[src/rtl/aes_sbox_share_ctrl_if.sv]
// rtl/aes_sbox_share_ctrl_if.sv - request/response bundle between the two requesters and the shared S-box controller
interface aes_sbox_share_ctrl_if;
  logic         dataValid;
  logic         dataReady;
  logic [127:0] dataIn;
  logic         dataOutValid;
  logic [127:0] dataOut;
  logic         keyValid;
  logic         keyReady;
  logic [31:0]  keyIn;
  logic         keyOutValid;
  logic [31:0]  keyOut;
  logic         busy;

  modport master (
    output dataValid, dataIn, keyValid, keyIn,
    input  dataReady, dataOutValid, dataOut, keyReady, keyOutValid, keyOut, busy
  );

  modport slave (
    input  dataValid, dataIn, keyValid, keyIn,
    output dataReady, dataOutValid, dataOut, keyReady, keyOutValid, keyOut, busy
  );
endinterface

[src/rtl/aes_sbox_share_ctrl.sv]
// rtl/aes_sbox_share_ctrl.sv - shares LANES AES S-boxes between SubBytes and SubWord requesters
module aes_sbox_share_ctrl #(
  parameter int LANES        = 4,
  parameter bit KEY_PRIORITY = 1'b0
) (
  input logic                  clk,
  input logic                  rst,
  aes_sbox_share_ctrl_if.slave bus
);

  localparam int N_DATA = 16 / LANES;
  localparam int N_KEY  = 4 / LANES;

  typedef enum logic [1:0] {S_IDLE, S_DATA, S_KEY} state_t;

  function automatic logic [7:0] gf_mul(input logic [7:0] a, input logic [7:0] b);
    logic [7:0] p;
    logic [7:0] x;
    p = 8'h00;
    x = a;
    for (int i = 0; i < 8; i++) begin
      if (b[i]) p = p ^ x;
      x = {x[6:0], 1'b0} ^ (x[7] ? 8'h1b : 8'h00);
    end
    return p;
  endfunction

  // Multiplicative inverse as x^254 followed by the AES affine transform.
  function automatic logic [7:0] aes_sbox_fun(input logic [7:0] x);
    logic [7:0] x2, x3, x12, x15, x240, inv;
    x2   = gf_mul(x, x);
    x3   = gf_mul(x2, x);
    x12  = gf_mul(gf_mul(x3, x3), gf_mul(x3, x3));
    x15  = gf_mul(x12, x3);
    x240 = gf_mul(x15, x15);
    x240 = gf_mul(x240, x240);
    x240 = gf_mul(x240, x240);
    x240 = gf_mul(x240, x240);
    inv  = gf_mul(gf_mul(x240, x12), x2);
    return inv ^ {inv[6:0], inv[7]} ^ {inv[5:0], inv[7:6]}
               ^ {inv[4:0], inv[7:5]} ^ {inv[3:0], inv[7:4]} ^ 8'h63;
  endfunction

  state_t       state, state_next;
  logic [3:0]   cnt;
  logic         last_grant;
  logic [127:0] op_reg;
  logic [127:0] res_reg;
  logic [127:0] res_next;
  logic [127:0] data_out;
  logic [31:0]  key_out;
  logic         data_out_valid;
  logic         key_out_valid;
  logic         grant_key;
  logic         grant_data;
  logic         data_ready;
  logic         key_ready;
  logic         hs_data;
  logic         hs_key;
  logic         last_beat;

  // last_grant: 1 = KEY, 0 = DATA
  assign grant_key  = bus.keyValid && (!bus.dataValid || KEY_PRIORITY || !last_grant);
  assign grant_data = bus.dataValid && !grant_key;
  assign hs_data    = bus.dataValid && data_ready;
  assign hs_key     = bus.keyValid && key_ready;
  assign last_beat  = (state == S_DATA) ? (cnt == 4'(N_DATA - 1)) : (cnt == 4'(N_KEY - 1));

  always_ff @(posedge clk or posedge rst) begin
    if (rst) state <= S_IDLE;
    else     state <= state_next;
  end

  always_comb begin
    state_next = state;
    case (state)
      S_IDLE: begin
        if (hs_data)     state_next = S_DATA;
        else if (hs_key) state_next = S_KEY;
      end
      S_DATA, S_KEY: if (last_beat) state_next = S_IDLE;
      default: state_next = S_IDLE;
    endcase
  end

  always_comb begin
    data_ready = (state == S_IDLE) && !rst && grant_data;
    key_ready  = (state == S_IDLE) && !rst && grant_key;
  end

  always_comb begin
    res_next = res_reg;
    for (int k = 0; k < LANES; k++) begin
      res_next[7'((int'(cnt) * LANES + k) * 8) +: 8] =
        aes_sbox_fun(op_reg[7'((int'(cnt) * LANES + k) * 8) +: 8]);
    end
  end

  always_ff @(posedge clk or posedge rst) begin
    if (rst) begin
      cnt            <= 4'd0;
      last_grant     <= 1'b1;
      op_reg         <= '0;
      res_reg        <= '0;
      data_out       <= '0;
      key_out        <= '0;
      data_out_valid <= 1'b0;
      key_out_valid  <= 1'b0;
    end else begin
      data_out_valid <= 1'b0;
      key_out_valid  <= 1'b0;
      if (state == S_IDLE) begin
        if (hs_data) begin
          op_reg     <= bus.dataIn;
          last_grant <= 1'b0;
          cnt        <= 4'd0;
        end else if (hs_key) begin
          op_reg     <= {96'h0, bus.keyIn};
          last_grant <= 1'b1;
          cnt        <= 4'd0;
        end
      end else begin
        res_reg <= res_next;
        cnt     <= cnt + 4'd1;
        if (last_beat) begin
          cnt <= 4'd0;
          if (state == S_DATA) begin
            data_out       <= res_next;
            data_out_valid <= 1'b1;
          end else begin
            key_out        <= res_next[31:0];
            key_out_valid  <= 1'b1;
          end
        end
      end
    end
  end

  assign bus.dataReady    = data_ready;
  assign bus.keyReady     = key_ready;
  assign bus.dataOut      = data_out;
  assign bus.keyOut       = key_out;
  assign bus.dataOutValid = data_out_valid;
  assign bus.keyOutValid  = key_out_valid;
  assign bus.busy         = (state != S_IDLE);

endmodule

[src/flat_wrapper.sv]
// flat-port wrapper written by rule: the top's interface ports become plain ports
module aes_sbox_share_ctrl_flat 
#(
  parameter int LANES        = 4,
  parameter bit KEY_PRIORITY = 1'b0
)
  (clk, rst, bus_dataValid, bus_dataIn, bus_keyValid, bus_keyIn, bus_dataReady, bus_dataOutValid, bus_dataOut, bus_keyReady, bus_keyOutValid, bus_keyOut, bus_busy);
  aes_sbox_share_ctrl_if bus_i ();
  input logic clk;
  input logic rst;
  input wire logic [$bits(bus_i.dataValid)-1:0] bus_dataValid;
  input wire logic [$bits(bus_i.dataIn)-1:0] bus_dataIn;
  input wire logic [$bits(bus_i.keyValid)-1:0] bus_keyValid;
  input wire logic [$bits(bus_i.keyIn)-1:0] bus_keyIn;
  output wire logic [$bits(bus_i.dataReady)-1:0] bus_dataReady;
  output wire logic [$bits(bus_i.dataOutValid)-1:0] bus_dataOutValid;
  output wire logic [$bits(bus_i.dataOut)-1:0] bus_dataOut;
  output wire logic [$bits(bus_i.keyReady)-1:0] bus_keyReady;
  output wire logic [$bits(bus_i.keyOutValid)-1:0] bus_keyOutValid;
  output wire logic [$bits(bus_i.keyOut)-1:0] bus_keyOut;
  output wire logic [$bits(bus_i.busy)-1:0] bus_busy;
  assign bus_i.dataValid = bus_dataValid;
  assign bus_i.dataIn = bus_dataIn;
  assign bus_i.keyValid = bus_keyValid;
  assign bus_i.keyIn = bus_keyIn;
  assign bus_dataReady = bus_i.dataReady;
  assign bus_dataOutValid = bus_i.dataOutValid;
  assign bus_dataOut = bus_i.dataOut;
  assign bus_keyReady = bus_i.keyReady;
  assign bus_keyOutValid = bus_i.keyOutValid;
  assign bus_keyOut = bus_i.keyOut;
  assign bus_busy = bus_i.busy;
  aes_sbox_share_ctrl #(.LANES(LANES), .KEY_PRIORITY(KEY_PRIORITY)) u_core (.clk(clk), .rst(rst), .bus(bus_i));
endmodule
[config.mk]
export PLATFORM = sky130hd
export DESIGN_NAME = aes_sbox_share_ctrl_flat
export DESIGN_NICKNAME = d
export VERILOG_FILES = /design/src/rtl/aes_sbox_share_ctrl_if.sv /design/src/rtl/aes_sbox_share_ctrl.sv /design/src/flat_wrapper.sv
export SDC_FILE = /design/constraint.sdc
export NUM_CORES = 2
export LEC_CHECK = 0
export CAP_MARGIN = 20
export CORE_UTILIZATION = 45
export DETAILED_ROUTE_END_ITERATION = 6
export GPL_TIMING_DRIVEN = 0
export SLEW_MARGIN = 10
export SYNTH_ARGS = -nofsm -noshare
export SYNTH_HDL_FRONTEND = slang
export SYNTH_SLANG_ARGS = --single-unit
[constraint.sdc]
create_clock -name clk -period 23.4 [get_ports clk]
set_clock_uncertainty 0.1 [all_clocks]
set_input_delay 7.02 -clock clk [delete_from_list [all_inputs] [get_ports clk]]
set_output_delay 7.02 -clock clk [all_outputs]
set_load 0.05 [all_outputs]
# After elaboration in Yosys (flattened, before gate mapping)
# Cells that the tools add are included.
# totals
reg_bits	425
input_bits	164
out_inout_bits	165
elab_cells	1376
# classes
addsub	8
eq_ne	5
shifts	12
n_mux	683
n_bitwise	638
n_reduce_logical	21
# op_table
op	count
8-bit bitwise XOR	630
8-bit two-way mux	352
5-bit two-way mux	308
128-bit bitwise mux	4
8-bit by 8-bit variable shift with 128-bit output (first input constant)	4
128-bit by 7-bit indexed part select with 8-bit output	4
8-bit by 8-bit indexed part select with 128-bit output	4
128-bit two-way mux	2
7-bit negation with 8-bit output	4
4-bit two-way mux	4
4-bit NOT	4
8-bit by 5-bit bitwise XOR with 8-bit output	2
1-bit two-way mux	9
4-bit by 1-bit adder with 4-bit output (second input constant)	2
4-bit by 2-bit adder with 4-bit output (second input constant)	2
1-bit logical AND	7
2-bit two-way mux	3
3-bit AND reduction	2
4-bit by 2-bit == test with 1-bit output (second input constant)	1
1-bit zero test	4
4-bit zero test	1
2-bit case mux with 2 select lines	1
2-bit AND reduction	2
2-bit nonzero test	2
other kinds (8)	9

# Logic depth before layout (Yosys ltp)
# logic_depth
word_depth	187
ltp_mapped	88
mapped_depth_nobuf	72

# Worst setup path before layout
# No wires, ideal clock.
# synth_timing
kind	reg2reg
start	register u_core.cnt[0]
end	register u_core.data_out[12], in the netlist u_core.bus.dataOut[12]
setup_time_ps	127
t_arrival_ps	19888
required_time_ps	23173
path_slack_ps	3285
stages_incl_launch_ff	78
path_buffers	10
synth_period_minus_slack_ps	20115
path_cell_list	dfrtp_1 > buf_6 > buf_12 > buf_12 > mux2i_1 > or2_1 > buf_2 > inv_2 > clkbuf_1 > ha_1 > inv_1 > nand3_1 > nand3_1 > nor3b_2 > xor3_2 > xnor3_2 > xnor2_2 > nand2_1 > [... 42 more ...] > xnor2_1 > xnor3_1 > xnor2_1 > nand2b_1 > o21ai_1 > a22oi_1 > xnor2_1 > xnor3_1 > xor3_1 > xnor3_1 > nor2_1 > xnor2_1 > xnor3_1 > xnor3_1 > xnor3_2 > xnor3_1 > a221oi_1 > nor2_1
# synth_via
elab_chain_cells	180
elab_cells_between_ends	1323
cone_classes	add/sub (7); eq/ne (1); shift (12); mux (665); bitwise (636); reduce/logical (2)
# synth_lines
element	line_no	text
from (decl)	aes_sbox_share_ctrl.sv:45	logic [3:0] cnt;
from (signal assigned)	aes_sbox_share_ctrl.sv:124	cnt <= cnt + 4'd1;
4-bit by 1-bit adder with 4-bit output / 128-bit by 7-bit indexed part select with 8-bit output (equally long branches)	aes_sbox_share_ctrl.sv:94, aes_sbox_share_ctrl.sv:95	
128-bit by 7-bit indexed part select with 8-bit output, or another cell as far along	aes_sbox_share_ctrl.sv:95	aes_sbox_fun(op_reg[7'((int'(cnt) * LANES + k) * 8) +: 8]);
5-bit two-way mux, or another cell as far along	aes_sbox_share_ctrl.sv:23	x = {x[6:0], 1'b0} ^ (x[7] ? 8'h1b : 8'h00);
8-bit bitwise XOR, or another cell as far along	aes_sbox_share_ctrl.sv:23	
8-bit bitwise XOR / 8-bit two-way mux (equally long branches)	aes_sbox_share_ctrl.sv:22	if (b[i]) p = p ^ x;
8-bit two-way mux / 8-bit bitwise XOR (equally long branches)	aes_sbox_share_ctrl.sv:22	
8-bit bitwise XOR / 8-bit two-way mux (equally long branches)	aes_sbox_share_ctrl.sv:22	
8-bit two-way mux / 8-bit bitwise XOR (equally long branches)	aes_sbox_share_ctrl.sv:22	
[... 162 more ...]	-	
8-bit two-way mux / 8-bit bitwise XOR (equally long branches)	aes_sbox_share_ctrl.sv:22, aes_sbox_share_ctrl.sv:40	
8-bit bitwise XOR	aes_sbox_share_ctrl.sv:40	return inv ^ {inv[6:0], inv[7]} ^ {inv[5:0], inv[7:6]}
8-bit bitwise XOR, on equally long branches	aes_sbox_share_ctrl.sv:40, aes_sbox_share_ctrl.sv:41	
8-bit bitwise XOR	aes_sbox_share_ctrl.sv:41	^ {inv[4:0], inv[7:5]} ^ {inv[3:0], inv[7:4]} ^ 8'h63;
8-bit bitwise XOR / 4-bit NOT (equally long branches)	-	
4-bit NOT (no source line) / 8-bit by 8-bit indexed part select with 128-bit output (equally long branches)	-	
8-bit by 8-bit indexed part select with 128-bit output / 128-bit bitwise mux (equally long branches)	aes_sbox_share_ctrl.sv:94	res_next[7'((int'(cnt) * LANES + k) * 8) +: 8] =
128-bit bitwise mux (3 in series)	aes_sbox_share_ctrl.sv:94	
to (signal assigned)	aes_sbox_share_ctrl.sv:128	data_out <= res_next;
to (decl)	aes_sbox_share_ctrl.sv:50	logic [127:0] data_out;
# Several ways; a longest one is shown, not always the timed one.
# A chain may end at the register's enable or synchronous reset.

# Worst setup path after layout
# layout_timing
start	register u_core.cnt[1]
end	register u_core.data_out[55], in the netlist u_core.bus.dataOut[55]
# The elaborated chain is that of the path after synthesis.

==> results by stage <==
Final layout:
- The library cell used most frequently in the layout, excluding fill and tap cells, is xnor2_1.
- The post-route netlist has a little over an eighth of its cells at a drive strength greater than 1.
- The final core utilization is between 50% and 60%.
- The number of nets in the finished design is 8,045.
- The area added between synthesis and finish is 12.3%.
- In the layout the commonest cells are 1,032 x xnor2_1, 877 x nand2_1, 804 x nor2_1.

Global routing:
- The initial antenna violation count came to 8.
- The first global-routing pass estimated between 300,000 and 400,000 um of wire.
- The via count of the first global-routing pass was around 54,000.
- The total overflow left after global routing is 0.
- Entering global routing, the biggest net connects around 110 pins.
- The global router's overall resource usage is ~27%.

Routing:
- The number of DRC violations after detailed-routing iteration 0 is between 4,000 and 5,000.
- The final antenna-violating net count is 0.
- For this block, the via count after detailed routing is between 50,000 and 60,000.
- The via-per-instance ratio is 5.79.
- The DRC violation count after routing is 40.
- The detail-routed net length per standard cell is roughly 21 um.
- The final layout contains routed wiring with a total length of 209,000 um.
- The number of iterations in the first detailed-routing pass is 7.

Timing:
- Setup repair after global routing left no endpoint under its margin.
- The hold violation total from the final report is 0.
- The tightest hold path in the finished design has a slack of 366 ps.
- The post-route minimum period is around 22,000 ps.
- In the final timing run, aggregate negative setup slack is 0 ps.
- The final number of setup-violating endpoints is 0.
- The actual transition at the worst max-transition pin is ~1100 ps.
- In the post-route analysis, the smallest setup slack over all paths is slightly above 900 ps.
- Of the available clock period, the critical path in the final layout requires between 90% and 100%.
- The max-slew violation count is 0.
- The maximum clock frequency is approximately 0.044 GHz.
- The worst pin sits at a relative slew slack of roughly 25%.

Clocking:
- The number of buffers created by CTS is 44.
- TritonCTS built the clock tree.
- The hold-fix buffer count after cts is 0.
- The clock input transition at the sequential cells of the worst setup and hold paths is 70 ps.
- Counting every sink on the clock net gives around 360.
- The maximum buffer depth of the clock tree is 3.
- The cell sitting at the root of the clock tree is a clkbuf_16.
- The clock latency reported for the late side of the worst-skew pair is roughly 640 ps.
- The maximum level of the CTS H-tree is 2.

Synthesis:
- The fraction of registers with async set/reset is 100%.
- The count of different cell masters after synthesis is approximately 160.
- The number of warning messages in the yosys log is 0.
- The post-synthesis register bit count is roughly 360.
- The synthesized netlist occupies a cell area of 0.0652 sq mm.
- Yosys mapped a number of flops with a built-in enable equal to 0.
- Synthesis produced 7,492 cells.
- In the synthesized netlist the dominant register cell turns out to be dfrtp_1.
- A synthesized cell averages a little under 9 sq um.
- The net count after synthesis is about 7,700.
- Sequential cells were found to cover ~14% of the synthesized design area.

Critical path:
- The worst setup path is launched from a flop.
- The delay contributed by the slowest stage of the critical path is about 620 ps.
- The highest-delay cell along the critical path is xnor3_2.
- Together, buffers and inverters on the worst path number 19.
- At the worst endpoint, the arrival time is about 23,000 ps.
- The largest fanout of any net on the critical path is 11.
- The worst setup path is of the reg2reg kind.
- The critical path required time is roughly 24,000 ps.
- The cell that appears most often on the critical path is xnor2_2.
- The worst setup path is captured at a flop.
- The top cell family by delay on the critical path is XOR/XNOR gates.

Die:
- The die covers 0.146 sq mm.
- The effective utilization at floorplan is a little under half.
- The number of core rows is 139.
- The die extent in y is ~380 um.
- The width of the chip is 383 um.
- between 300 and 400 I/O pins were placed.
- The area of the placeable core is approximately 0.14 sq mm.

Placed design:
- The worst slack at placement is -2450 ps.
- The congestion estimate from routability-driven global placement came to ~0.93.
- The half-perimeter wire length after detailed placement is roughly 160,000 um.
- The count of buffers from port buffering is 264.

Run status:
- The flow ran to the end, but the final reports show violations.
- The final reports fail on design-rule violations.

Min path:
- The classification of the worst-slack hold path is reg2reg.

Job:
- The max capacitance violation total is 0.
synthesized netlist by cell type, types with 92 or more instances:
cell type | n | area (sq um)
nor2_1 | 805 | 3020
dfrtp_1 | 360 | 9010
and2_1 | 92 | 576
nand3_1 | 206 | 1030
nor3_1 | 173 | 866
xor2_1 | 373 | 3270
inv_1 | 121 | 454
o21ai_0 | 205 | 1030
mux2i_1 | 221 | 2210
nand2_1 | 877 | 3290
xnor2_1 | 1080 | 9460
buf_2 | 105 | 526
xnor3_1 | 318 | 7160
clkbuf_1 | 240 | 901
o21ai_1 | 102 | 510
a21oi_1 | 323 | 1620
xnor2_2 | 109 | 1770
cell families (layout without fill, tap and decap cells):
logic type	Yosys count	count (layout)	share of synthesized area (%)
buffers and inverters	685	1073	6.24
muxes	284	284	4.79
xor gates and xnor gates	2085	2085	40.5
other	0	5	0
adders and majority gates	35	35	0.672
DFF	361	361	13.9
and+or+nand+nor	2594	2594	18.4
AOI/OAI and AO/OA	1448	1448	15.5
stage by stage:
stage          instance area (sq um)  std cells
3_3_place_gp                   70200       9659
3_5_place_dp                   70400       9666
4_1_cts                        72200       9749
6_report                       73200       9788
2_1_floorplan                  65200       7492
5_1_grt                        73200       9786
path summary, 6_finish.rpt:
check                                   startpoint                      end  slack, ps  depth (start not counted)
max                                  u_core.cnt[1]   u_core.bus.dataOut[55]        910                         80
min reg2reg                u_core.bus.dataOut[119]  u_core.bus.dataOut[119]        370                          2
max in group asynchronous                      rst         u_core.op_reg[8]      14920                          5
max reg2reg                          u_core.cnt[1]   u_core.bus.dataOut[55]        910                         80
min in group asynchronous                      rst         u_core.op_reg[1]       6670                          2
min                        u_core.bus.dataOut[119]  u_core.bus.dataOut[119]        370                          2
worst reg2reg max path: cells and delay by family (launching register included):
family          cells  cell delay, ps
xor+xnor           34           11320
fa+ha+maj           5            1650
flops               1             340
simple gates       10            1720
buf+inv            19            4110
compound gates     12            3070
layer usage:
metal  track usage [%]  part of all wire [%]
met5                 0                 0.012
met4              6.53                   2.3
met3              4.48                   7.4
met2              45.2                    47
met1              37.5                    43
final cells by class:
class                           instances  area [sq um]
Multi-Input combinational cell       6446         53000
Tap cell                             1903          2380
Buffer                                518          3480
Sequential cell                       361          9040
Antenna cell                            5          12.5
Clock inverter                         22           278
Inverter                              161           614
Fill cell                           13700         70400
Timing Repair Buffer                  314          3150
Clock buffer                           58          1240
repair_timing:
action / 4_1_cts / 5_1_grt
pin swaps: 3 / 14
gates resized for setup: 41 / 132
endpoints found under the setup margin: 153 / 192
buffers inserted: 4 / 37
Power is not shown: default switching activity piles up to over one toggle a cycle in this logic, so the estimate is an artifact.
